`config.mk`:
```
export PLATFORM = sky130hd
export DESIGN_NAME = multicycle_control
export DESIGN_NICKNAME = d
export VERILOG_FILES = /design/src/rtl/rv32i_pkg.sv /design/src/rtl/multicycle_control.sv
export SDC_FILE = /design/constraint.sdc
export NUM_CORES = 1
export LEC_CHECK = 0
export BUFFER_PORTS_ARGS = -buffer_cell sky130_fd_sc_hd__buf_2
export CAP_MARGIN = 10
export CORE_MARGIN = 2
export CORE_UTILIZATION = 54
export CTS_BUF_LIST = sky130_fd_sc_hd__clkbuf_4 sky130_fd_sc_hd__clkbuf_8
export DETAILED_ROUTE_END_ITERATION = 8
export HOLD_SLACK_MARGIN = 0.05
export PLACE_DENSITY = 0.82
export SLEW_MARGIN = 40
export SYNTH_ARGS = -nofsm -noshare
export SYNTH_HDL_FRONTEND = slang
export SYNTH_SLANG_ARGS = --single-unit
```
`constraint.sdc`:
```
create_clock -name clk -period 2.7 [get_ports clk]
set_clock_uncertainty 0.2 [all_clocks]
set_input_delay 0.135 -clock clk [delete_from_list [all_inputs] [get_ports clk]]
set_output_delay 0.135 -clock clk [all_outputs]
set_load 0.01 [all_outputs]
```
`src/rtl/rv32i_pkg.sv`:
```
// Shared definitions for the multicycle RV32I controller: FSM state enum and base opcodes.
// TRAP exists only when ILLEGAL_TRAP_EN is defined.
package rv32i_pkg;

  typedef enum logic [2:0] {
    FETCH     = 3'd0,
    DECODE    = 3'd1,
    EXECUTE   = 3'd2,
    MEMORY    = 3'd3,
    WRITEBACK = 3'd4
`ifdef ILLEGAL_TRAP_EN
    ,
    TRAP      = 3'd5
`endif
  } state_e;

  localparam logic [6:0] LOAD   = 7'b0000011;
  localparam logic [6:0] STORE  = 7'b0100011;
  localparam logic [6:0] OP     = 7'b0110011;
  localparam logic [6:0] OP_IMM = 7'b0010011;
  localparam logic [6:0] LUI    = 7'b0110111;
  localparam logic [6:0] AUIPC  = 7'b0010111;
  localparam logic [6:0] JAL    = 7'b1101111;
  localparam logic [6:0] JALR   = 7'b1100111;
  localparam logic [6:0] BRANCH = 7'b1100011;
  localparam logic [6:0] FENCE  = 7'b0001111;
  localparam logic [6:0] SYSTEM = 7'b1110011;

  // Opcodes that need an EXECUTE cycle (FENCE/SYSTEM retire in DECODE).
  function automatic logic is_exec_op(input logic [6:0] op);
    case (op)
      LOAD, STORE, OP, OP_IMM, LUI, AUIPC, JAL, JALR, BRANCH: return 1'b1;
      default:                                                return 1'b0;
    endcase
  endfunction

endpackage

```
`src/rtl/multicycle_control.sv`:
```
// Multicycle RV32I control FSM with inline retired-instruction counter.
// Optional ILLEGAL_TRAP_EN: unknown opcodes lock into TRAP until reset.
module multicycle_control
  import rv32i_pkg::*;
#(
  parameter int unsigned XLEN = 32
) (
  input  logic            clk,
  input  logic            reset_n,
  input  logic [6:0]      opcode,
  input  logic            branch_taken,
  input  logic            mem_ready,
  output logic            mem_req,
  output logic            mem_write_en,
  output logic            addr_sel,
  output logic            ir_write_en,
  output logic            pc_write_en,
  output logic            pc_src,
  output logic            rf_write_en,
  output logic [2:0]      state,
  output logic [XLEN-1:0] instret,
  output logic            trap
);

  state_e          state_q, state_d;
  logic            run_q;
  logic [XLEN-1:0] instret_q;

  // run_q keeps mem_req low for the first cycle after a reset edge, aborting any access.
  always_ff @(posedge clk) begin
    if (!reset_n) begin
      state_q   <= FETCH;
      run_q     <= 1'b0;
      instret_q <= '0;
    end else begin
      state_q <= state_d;
      run_q   <= 1'b1;
      if (state_d == FETCH && state_q != FETCH) begin
        instret_q <= instret_q + XLEN'(1);
      end
    end
  end

  always_comb begin
    state_d      = state_q;
    mem_req      = 1'b0;
    mem_write_en = 1'b0;
    addr_sel     = 1'b0;
    ir_write_en  = 1'b0;
    pc_write_en  = 1'b0;
    pc_src       = 1'b0;
    rf_write_en  = 1'b0;
    case (state_q)
      FETCH: begin
        if (run_q) begin
          mem_req = 1'b1;
          if (mem_ready) begin
            ir_write_en = 1'b1;
            pc_write_en = 1'b1;
            state_d     = DECODE;
          end
        end
      end
      DECODE: begin
        if (is_exec_op(opcode)) begin
          state_d = EXECUTE;
        end else begin
`ifdef ILLEGAL_TRAP_EN
          state_d = (opcode == FENCE || opcode == SYSTEM) ? FETCH : TRAP;
`else
          state_d = FETCH;
`endif
        end
      end
      EXECUTE: begin
        case (opcode)
          LOAD, STORE:            state_d = MEMORY;
          OP, OP_IMM, LUI, AUIPC: state_d = WRITEBACK;
          JAL, JALR: begin
            pc_write_en = 1'b1;
            pc_src      = 1'b1;
            state_d     = WRITEBACK;
          end
          BRANCH: begin
            pc_write_en = branch_taken;
            pc_src      = branch_taken;
            state_d     = FETCH;
          end
          default:                state_d = FETCH;
        endcase
      end
      MEMORY: begin
        mem_req      = 1'b1;
        addr_sel     = 1'b1;
        mem_write_en = (opcode == STORE);
        if (mem_ready) begin
          state_d = (opcode == STORE) ? FETCH : WRITEBACK;
        end
      end
      WRITEBACK: begin
        rf_write_en = 1'b1;
        state_d     = FETCH;
      end
`ifdef ILLEGAL_TRAP_EN
      TRAP: state_d = TRAP;
`endif
      default: state_d = FETCH;
    endcase
  end

  assign state   = state_q;
  assign instret = instret_q;
`ifdef ILLEGAL_TRAP_EN
  assign trap = (state_q == TRAP);
`else
  assign trap = 1'b0;
`endif

endmodule

```
Yosys cells after proc, flatten, opt, wreduce, memory -nomap -nowiden
Cells that the tools add are included.

Logic and storage cells: 46. Register bits after elaboration: 36. Output and inout bits: 43. Input bits: 11.

Reduce and logical (&&, ||, !) cells: 8. Equal/unequal tests: 13. Add/sub/neg operators: 1. Multiplexer cells: 21.

Operators with widths (number): 32-bit by 1-bit adder with 32-bit output, second input constant (1); 7-bit by 6-bit == test with 1-bit output, second input constant (3); 7-bit == test, second input constant (3); 7-bit by 5-bit == test with 1-bit output, second input constant (2); 3-bit two-way mux (4); 3-bit case mux with 4 select lines (1); 1-bit two-way mux (11); 9-bit OR reduction (1); 7-bit by 2-bit == test with 1-bit output, second input constant (1); 3-bit by 2-bit == test with 1-bit output, second input constant (2); 3-bit zero test (2); 1-bit case mux with 2 select lines (3); 3-bit case mux with 2 select lines (1); 6-bit OR reduction (1); 2-bit OR reduction (2); 3-bit by 1-bit == test with 1-bit output, second input constant (1); 3-bit == test, second input constant (1); 3-bit nonzero test (1); 2-bit two-way mux (1); 1-bit logical AND (1).

Depth between registers and ports, before layout
Gate-level depths: netlist of the first run.

Word-level depth: 8. Mapped depth: 9. Depth with buffers taken out: 7.

Least setup slack after synthesis of the first run
OpenSTA, ideal clock, no wires.

Kind: reg2reg. From: reg state_q[2], in the netlist state[2]. To: reg instret_q[31], in the netlist instret[31]. Arrival: 2.002 ns. Setup time: 0.118 ns. Clock period less this slack: 2.321 ns. Path slack: 0.379 ns. Stages on the path, launching flop included: 9. Data required time: 2.382 ns. Buffers on the path: 1. Cells stage by stage: dfxtp_1 buf_2 nand3b_1 clkinv_1 o311ai_0 and2_2 nand4_4 or4_4 mux2i_1.

Longest elaborated chain between the ends: 5. Elaborated cells on any way between the ends: 11. Classes of those cells: 3 x eq/ne; 4 x mux; 4 x reduce/logical.

Ends and longest elaborated chain: start, declared (RTL line multicycle_control.sv:25) `state_e state_q, state_d;`; start signal, assigned (RTL line multicycle_control.sv:36) `state_q <= state_d;`; 3-bit two-way mux (RTL line multicycle_control.sv:57) `if (mem_ready) begin`; 3-bit two-way mux (RTL line multicycle_control.sv:55) `if (run_q) begin`; 3-bit case mux with 4 select lines (RTL line multicycle_control.sv:53) `case (state_q)`; 3-bit zero test (RTL line multicycle_control.sv:38) `if (state_d == FETCH && state_q != FETCH) begin`; 1-bit logical AND * (RTL line multicycle_control.sv:38); end signal, assigned (RTL line multicycle_control.sv:39) `instret_q <= instret_q + XLEN'(1);`; end, declared (RTL line multicycle_control.sv:27) `logic [XLEN-1:0] instret_q;`.

Mark *: on every way between the ends. The rest lies on a longest branch, timed or not. A chain may end at the register's enable or synchronous reset.

Worst setup path after layout of the first run
From: reg instret_q[9], in the netlist instret[9]. To: reg instret_q[31], in the netlist instret[31].

Longest elaborated chain between the ends: 1.

Ends and longest elaborated chain (RTL line): 32-bit by 1-bit adder with 32-bit output (multicycle_control.sv:39).

No other way between the ends.

==> results.toml, run 1 <==
[synth]
synth.distinct_cells = 57
async_flop_share = 0
synth_area_per_cell_sq_um = 8.443
synth_flop_cell = "dfxtp_1"
ys_ff_latch = 36
yosysSeqAreaShare = 0.3587
yosysMostFrequentCell = "dfxtp_1"
synth_enable_flop_cells = 0
synth.top_cell.area_share = 0.3587
synth_commonest_cells = "dfxtp_1, a21oi_1, nand2_1"
postSynthNetCount = 250
synth_area_leaders = "dfxtp_1, a21oi_1, nand3_1"
yosys_warnings = 0
netlist_instances = 238
yosysTopAreaCell = "dfxtp_1"
syn_area_sq_mm = 0.002009

[timing]
setup_viol = 0
timing.final.max_slew_violations = 0
min_period_over_period = 0.9123
period_minus_slack_ps = 2463
hold_viol = 0
tns_ps = 0
rsz0062_at_grt = "no"
fmax_mhz = 406.0

[die]
row_count = 22
die_x_um = 65
core_sq_mm = 0.003606
start_util = 0.5573
dieHeight_um = 65
fp.dieArea_sq_mm = 0.004225
io_pins = 54

[setup_path]
crit_path_start_kind = "flip-flop"
crit_fanout = 9
path_cells = "and4_4, nand3_2, nor4_4, nand4_4, or4_4, mux2i_1"
worstSetupPathType = "flip-flop to flip-flop"
arrival_ps = 2440
crit_slowest_cell = "or4_4"
crit_path_max_incr_delay_ps = 530
critPathRequiredTime_ps = 2680
end_kind = "flip-flop"

[cells_and_area]
fin_nets = 305
area_growth_pct = 21.98
instances_no_fill = 342
layout-drive-gt1-share = 0.2585
stdcell_area_sq_mm = 0.002451
fill_cells = 311
antenna_cells = 0
postLayoutCoreUtil = 0.6797

[cts]
numCtsBuffers = 5
tritoncts = "yes"
post-cts-setup-buffers = 0
clockBufferDepth = 2
cts-root-buf = "clkbuf_8"
clk-insertion-delay-late_ps = 290
h-tree-depth = 2
clock_sinks = 36
clk_pin_slew_ps = 80

[route]
dr.pass1.iters = 4
routed_wl_mm = 4.913
wl_per_cell_um = 14.37
viasPerCell = 5.985
dr_total_vias = 2047
antenna_left = 0
drtIter0Drc = 146
drcViolationCount = 0

[place]
dp.final_hpwl_mm = 3.469
placed_cell_area_sq_mm = 0.002305
routabilityCongestion = 0.8319
io_buffers = 52
dp_cells = 332

[grt]
met3_usage = 0.05035
met2_usage = 0.4046
antenna_found_initial = 0
grt_pass1_wl_mm = 8.086
grt_usage = 0.2449
busiest_layer = "met2"
use_met1 = 0.3128
grt_pass1_vias = 1767
grt_max_degree = 18
grt-ovfl-total = 0

[min_path]
min-delay-path-class = "input pin to flip-flop"

[power]
p_leak_nw = 0.9620
p_per_area_mw_per_mm2 = 457.4
peakVddDrop_mv = 0.2745

[run]
drv_cap = 0

[outcome]
status = "finished clean"
[worst max-delay path, delay by kind of cell, from the launching register on]
family        cells  cell delay, ps
flops             1             430
mux               1             130
simple gates      5            1590
[power breakdown]
group | switching, mW | internal (mW) | leakage [nW]
clock | 0.200 | 0.326 | 0.0645
combinational | 0.0371 | 0.0218 | 0.607
sequential | 0.00339 | 0.533 | 0.290
total | 0.240 | 0.881 | 0.962
[layout by cell type (no fill, tap or decap), types with 2 or more instances in the layout]
| master | Yosys | final |
|---|---|---|
| a21oi_1 | 20 | 20 |
| buf_2 | 2 | 52 |
| nand3b_1 | 3 | 3 |
| o21a_1 | 7 | 7 |
| a21o_1 | 2 | 2 |
| and4_4 | 2 | 2 |
| nand3_1 | 16 | 16 |
| xor2_1 | 5 | 5 |
| o31ai_1 | 4 | 4 |
| clkbuf_8 | 0 | 7 |
| nor2_1 | 13 | 13 |
| nand2b_1 | 5 | 5 |
| nor3_1 | 4 | 4 |
| or3_1 | 11 | 11 |
| nand2_1 | 19 | 19 |
| and4_1 | 3 | 3 |
| or4_1 | 4 | 4 |
| and2_1 | 5 | 5 |
| o31a_1 | 3 | 3 |
| nand4_1 | 7 | 7 |
| dfxtp_1 | 36 | 36 |
| buf_4 | 2 | 4 |
| or3b_1 | 2 | 2 |
| dlygate4sd3_1 | 0 | 2 |
| inv_1 | 7 | 7 |
| nor4_1 | 5 | 5 |
| and3_1 | 3 | 3 |
| o21ai_0 | 11 | 11 |
| clkinv_1 | 2 | 2 |
| mux2i_1 | 3 | 3 |
[metrics by stage]
stage          total power [mW]  hold slack (ps)  setup slack, ps
2_1_floorplan            0.5831           -37.28            379.4
3_3_place_gp             0.6031            248.0            293.1
3_5_place_dp             0.6044            254.2            279.0
4_1_cts                   1.124            168.9            248.0
5_1_grt                   1.150            265.2            118.5
6_report                  1.121            185.5            236.9
[cell type report]
cell class,instances,area [sq um],share of cell area
Sequential cell,36,720.7,0.2940
Timing Repair Buffer,58,310.3,0.1266
Tap cell,48,60.06,0.02450
Clock buffer,7,96.34,0.03931
Inverter,9,33.78,0.01378
Multi-Input combinational cell,183,1200,0.4895
Clock inverter,1,30.03,0.01225
[sequential cells by signal (all words and copies together) (netlist names)]
| signal | flops |
|---|---|
| run_q | 1 |
| state | 3 |
| instret | 32 |
[worst paths after layout]
kind	from	cells past startpoint	slack, ps	end
max	instret[9]	6	240	instret[31]
min	opcode[6]	4	190	state[0]
max reg2reg	instret[9]	6	240	instret[31]
min reg2reg	instret[31]	2	280	instret[31]
[kinds of logic after synthesis]
group | share of synthesized area
AOI/OAI and AO/OA | 0.1912
xor gates and xnor gates | 0.02615
adders and majority gates | 0.006226
buffers and inverters | 0.04421
DFF | 0.3587
muxes | 0.01494
other | 0.001866
and+or+nand+nor | 0.3568
[metal layers]
layer | vias to the layer above | wire, um
li1 | 996 | -
met1 | 980 | 2199
met2 | 60 | 2373
met3 | 11 | 241
met4 | 0 | 98
met5 | - | 0
[repair_timing]
item | CTS | global route
gates resized for setup | 0 | 0
endpoints found under the hold margin | 7 | 0
hold buffers | 2 | 0
No activity file was read; power rests on OpenSTA's default activity.
==> inputs of run 2 (changes only) <==
Settings changed: ABC_AREA set to 1, CORE_UTILIZATION 54 to 57.
==> run 2 against run 1 <==
Global-route usage is 2.4 points higher. Clock power is 29% lower. Sequential power barely moved. Critical endpoint is now instret[11]. Highest routed layer unchanged.
==> results.toml, run 2 <==
[synth]
synth_commonest_cells = "nand2_1, nor2_1, nand2_2"
yosys_warnings = 0
synth_enable_flop_cells = 0
synth.top_cell.area_share = 0.2727
yosysTopAreaCell = "dfxtp_1"
ys_ff_latch = 36
syn_area_sq_mm = 0.002643
yosysMostFrequentCell = "nand2_1"
synth.distinct_cells = 31
synth_area_per_cell_sq_um = 6.707
synth_flop_cell = "dfxtp_1"
yosysSeqAreaShare = 0.2727
netlist_instances = 394
postSynthNetCount = 406
synth_area_leaders = "dfxtp_1, nand2_1, nand2_2"
async_flop_share = 0

[timing]
min_period_over_period = 0.8173
tns_ps = 0
maxSlewHeadroom = 0.5246
rsz0062_at_grt = "no"
setup_viol = 0
timing.final.max_slew_violations = 0
period_minus_slack_ps = 2207
setup_ws_ps = 493.4
tightest_slew_ps = 712.3
fmax_mhz = 453.2
hold_viol = 0

[power]
swShare = 0.2488
p_int_mw = 0.7417
p_sw_mw = 0.2456
p_leak_nw = 1.204
comb_power_share = 0.077
pwr-share-clk = 0.378
p_per_area_mw_per_mm2 = 333.8
power.total_mw = 0.9873
p_seq_frac = 0.545
peakVddDrop_mv = 0.2121

[setup_path]
crit_start = "state[2]"
crit_path_start_kind = "flip-flop"
worstSetupPathType = "flip-flop to flip-flop"
critPathRequiredTime_ps = 2720
timing.rr.start = "state[2]"
end_kind = "flip-flop"
crit_fanout = 33
arrival_ps = 2230

[cells_and_area]
antenna_cells = 0
fin_nets = 455
final_cell_mix = "nand2_1, buf_2, nor2_1"
fill_cells = 427
layout-drive-gt1-share = 0.3070
layout_commonest_cell = "nand2_1"
multi_input_area_sq_mm = 0.001670
seq_area_sq_um = 720.7
largest_reg_flops = 32
area_growth_pct = 11.93

[die]
die_x_um = 72.09
dieHeight_um = 72.09
fp.dieArea_sq_mm = 0.005197
core_sq_mm = 0.004414
row_count = 24
start_util = 0.5986
io_pins = 54

[route]
drtIter0Drc = 198
dr.pass1.iters = 5
drcViolationCount = 0
antenna_left = 0
dr_total_vias = 2665
wl_per_cell_um = 13.43
viasPerCell = 5.384
routed_wl_mm = 6.647

[cts]
clk_pin_slew_ps = 70
clk-insertion-delay-late_ps = 290
tritoncts = "yes"
h-tree-depth = 2
clockBufferDepth = 2
numCtsBuffers = 5
cts-root-buf = "clkbuf_8"
clock_sinks = 36
post-cts-setup-buffers = 0

[grt]
grt_usage = 0.2691
grt_max_degree = 34
grt_pass1_wl_mm = 11.25
grt-ovfl-total = 0
grt_pass1_vias = 2427
antenna_found_initial = 0

[min_path]
min_from = "mem_ready"
min-delay-path-class = "input pin to flip-flop"

[place]
io_buffers = 52
routabilityCongestion = 1.011
dp.final_hpwl_mm = 4.981
place_worst_setup_slack_ps = 522.7

[run]
drv_cap = 0

[outcome]
status = "finished clean"
-- run 2: cell types whose count changed in the layout (fill, tap and decap cells not counted), sizes merged, moves of 9 or more --
cell / delta
nand2: +111
nor2: +37
inv: +29
o21ai: +23
nor3: +14
a21oi: +12
or3: -11
xor2: +9
-- run 2: logic make-up (layout without fill, tap and decap cells) --
| group | Yosys count | in the layout | synth area share |
|---|---|---|---|
| simple gates | 222 | 222 | 0.4167 |
| compound gates | 67 | 67 | 0.1496 |
| buf+inv | 49 | 98 | 0.09517 |
| flops | 36 | 36 | 0.2727 |
| xor+xnor | 18 | 18 | 0.05966 |
| fa+ha+maj | 1 | 1 | 0.004734 |
| other cells | 1 | 1 | 0.001419 |
-- run 2: layout make-up --
cell class                      instances  area share
Tap cell                               52     0.02200
Multi-Input combinational cell        309      0.5647
Clock inverter                          1    0.001692
Clock buffer                            6     0.02580
Timing Repair Buffer                   55     0.09645
Inverter                               36     0.04569
Sequential cell                        36      0.2437
-- run 2: path summary, 6_finish.rpt --
kind / endpoint / slack, ps / depth (start not counted)
worst max-delay path: instret[11] / 490 / 10
worst min-delay path: state[1] / 60 / 4
worst max register to register: instret[11] / 490 / 10
worst min register to register: instret[31] / 320 / 2
-- run 2: repair_timing --
action | 4_1_cts | 5_1_grt
hold buffers | 1 | 0
hold endpoints to repair | 4 | 0
gates resized for setup | 0 | 0
endpoints found under the setup margin | 0 | 0
-- run 2: per-stage QoR --
stage | cell area, sq um | hold WS, ps | instances | utilization
3_3_place_gp | 2867 | 100.1 | 487 | 0.6494
5_1_grt | 2958 | 86.43 | 495 | 0.6701
6_report | 2958 | 59.32 | 495 | 0.6701
4_1_cts | 2958 | 62.07 | 495 | 0.6701
3_5_place_dp | 2867 | 96.46 | 487 | 0.6494
2_1_floorplan | 2643 | -37.28 | 394 | -
-- run 2: routing by layer --
metal | GRT usage | up-vias | routed length [um]
li1 | - | 1352 | -
met1 | 0.3664 | 1211 | 3154
met2 | 0.4455 | 93 | 3036
met3 | 0.04722 | 9 | 385
met4 | 0.06080 | 0 | 71
met5 | 0 | - | 0
-- run 2: critical path: stages (launching register included) --
cell     delay (ps)
dfxtp_1         390
inv_2            70
nand2_2          70
nor2_4           40
nand2_2          60
nor2_2           40
nor2_4          110
nand2_4         230
nor2_8          590
nand2_1         140
a21oi_2         160
-- run 2: power by group through the flow --
stage	Clock [mW]	Combinational, mW	Sequential [mW]
detailed placement	0	0.0740	0.550
finish	0.374	0.0755	0.538
global route	0.404	0.0829	0.538
floorplan	0	0.0581	0.551
CTS	0.385	0.0753	0.538
global placement	0	0.0716	0.550
==> inputs of run 3 (changes only) <==
Clock period 2.7 ns to 2.2 ns, I/O delays scaled along.
==> run 3 against run 2 <==
Clock power is 37% higher. Utilization is 1.6 points higher. Clock-buffer cell count is 2 higher. Sequential share of layout area is 0.57 points lower. Global-route usage is 0.43 points higher. Worst hold slack better by 59 ps. Critical path type unchanged. Critical endpoint is now instret[0]. Largest cell class unchanged. Largest power group unchanged.
==> results.toml, run 3 (synthesis gave the netlist of run 2 again) <==
[timing]
fmax_mhz = 509.6
hold_viol = 0
setup_viol = 0
period_minus_slack_ps = 1962
min_period_over_period = 0.8920
tns_ps = 0
timing.final.max_slew_violations = 0
setup_ws_ps = 237.7
rsz0062_at_grt = "no"

[setup_path]
path_cells = "nand2_2, nor2_4, nand2_2, nor2_2, nor2_4, nand2_4, nor2_8, buf_4, o21ai_0, nor2_1"
crit_path_max_incr_delay_ps = 440
end_kind = "flip-flop"
critPathRequiredTime_ps = 2180
crit_slowest_cell = "dfxtp_1"
worstSetupPathType = "flip-flop to flip-flop"
crit_path_start_kind = "flip-flop"
arrival_ps = 1940
crit_family = "simple AND/OR/NAND/NOR gates"
crit_fanout = 18
critPathBufInv = 1

[cts]
cts_resized = 0
tritoncts = "yes"
cts-root-buf = "clkbuf_8"
clockBufferDepth = 2
numCtsBuffers = 5
clk_pin_slew_ps = 70
clk-insertion-delay-late_ps = 290
clock_sinks = 36
h-tree-depth = 2

[cells_and_area]
antenna_cells = 0
multi_input_area_sq_mm = 0.001670
fill_cells = 424
layout_commonest_cell = "nand2_1"
postLayoutCoreUtil = 0.6862
seq_area_sq_um = 720.7
fin_nets = 462
layout-drive-gt1-share = 0.3171
largest_reg_flops = 32
final_cell_mix = "nand2_1, buf_2, nor2_1"
area_growth_pct = 14.63

[place]
dp.final_hpwl_mm = 5.134
place_worst_setup_slack_ps = 271.6
io_buffers = 52
routabilityCongestion = 0.9754

[grt]
grt_pass1_vias = 2462
grt_usage = 0.2734
grt_max_degree = 19
grt-ovfl-total = 0
antenna_found_initial = 0
grt_pass1_wl_mm = 11.25

[power]
comb_power_share = 0.080
p_leak_nw = 1.248
p_per_area_mw_per_mm2 = 420.3
peakVddDrop_mv = 0.3420
p_sw_mw = 0.3046
p_seq_frac = 0.518
p_int_mw = 0.9685
swShare = 0.2393
pwr-share-clk = 0.403

[die]
fp.dieArea_sq_mm = 0.005197
die_x_um = 72.09
core_sq_mm = 0.004414
io_pins = 54
dieHeight_um = 72.09
row_count = 24
start_util = 0.5986

[route]
routed_wl_mm = 6.771
dr.pass1.iters = 5
drcViolationCount = 0
viasPerCell = 5.396
wl_per_cell_um = 13.46
antenna_left = 0
dr_total_vias = 2714
drtIter0Drc = 270

[min_path]
min-delay-path-class = "input pin to flip-flop"

[outcome]
status = "finished clean"

[run]
drv_cap = 0
==> run 3: layer usage <==
| metal | share of wire | global-route usage | vias up |
|---|---|---|---|
| li1 | - | - | 1370 |
| met1 | 0.46 | 0.3821 | 1220 |
| met2 | 0.45 | 0.4302 | 106 |
| met3 | 0.070 | 0.03750 | 18 |
| met4 | 0.018 | 0.1006 | 0 |
| met5 | 0 | 0 | - |
==> run 3: area by class of cell <==
| class | instances | share of cell area |
|---|---|---|
| clock buffer | 8 | 0.03222 |
| multi-input combinational | 309 | 0.5514 |
| tap | 52 | 0.02148 |
| sequential | 36 | 0.2379 |
| timing repair buffer | 62 | 0.1123 |
| inverter | 36 | 0.04461 |
==> run 3: final timing paths <==
kind | slack [ps] | endpoint | cells after the start | start
worst max-delay path | 240 | instret[0] | 10 | state[1]
worst min-delay path | 120 | state[2] | 6 | opcode[6]
worst max register to register | 240 | instret[0] | 10 | state[1]
worst min register to register | 310 | instret[29] | 2 | instret[29]
==> run 3: worst reg2reg max path, stage by stage (launching register included) <==
cell     delay, ps
dfxtp_1        440
nand2_2        100
nor2_4         120
nand2_2         70
nor2_2         150
nor2_4          60
nand2_4        190
nor2_8          60
buf_4          220
o21ai_0        210
nor2_1          60
==> run 3: power by group through the flow <==
| stage | logic [mW] | clock network, mW | registers, mW |
|---|---|---|---|
| 4_1_cts | 0.101 | 0.519 | 0.659 |
| 3_5_place_dp | 0.0985 | 0 | 0.674 |
| 6_report | 0.102 | 0.513 | 0.659 |
| 5_1_grt | 0.111 | 0.533 | 0.659 |
| 2_1_floorplan | 0.0714 | 0 | 0.676 |
| 3_3_place_gp | 0.0967 | 0 | 0.674 |
==> run 3: timing repair <==
item	in CTS	in global routing
hold endpoints to repair	5	0
hold buffers	2	0
setup buffers	0	0
==> run 3: metrics by stage <==
stage | instances | power (mW) | hold slack, ps | instance area [sq um]
floorplan | 394 | 0.7473 | -62.28 | 2643
global placement | 493 | 0.7703 | 75.96 | 2912
detailed placement | 493 | 0.7724 | 75.61 | 2912
CTS | 503 | 1.279 | 107.2 | 3029
global route | 503 | 1.303 | 179.3 | 3029
finish | 503 | 1.273 | 118.1 | 3029
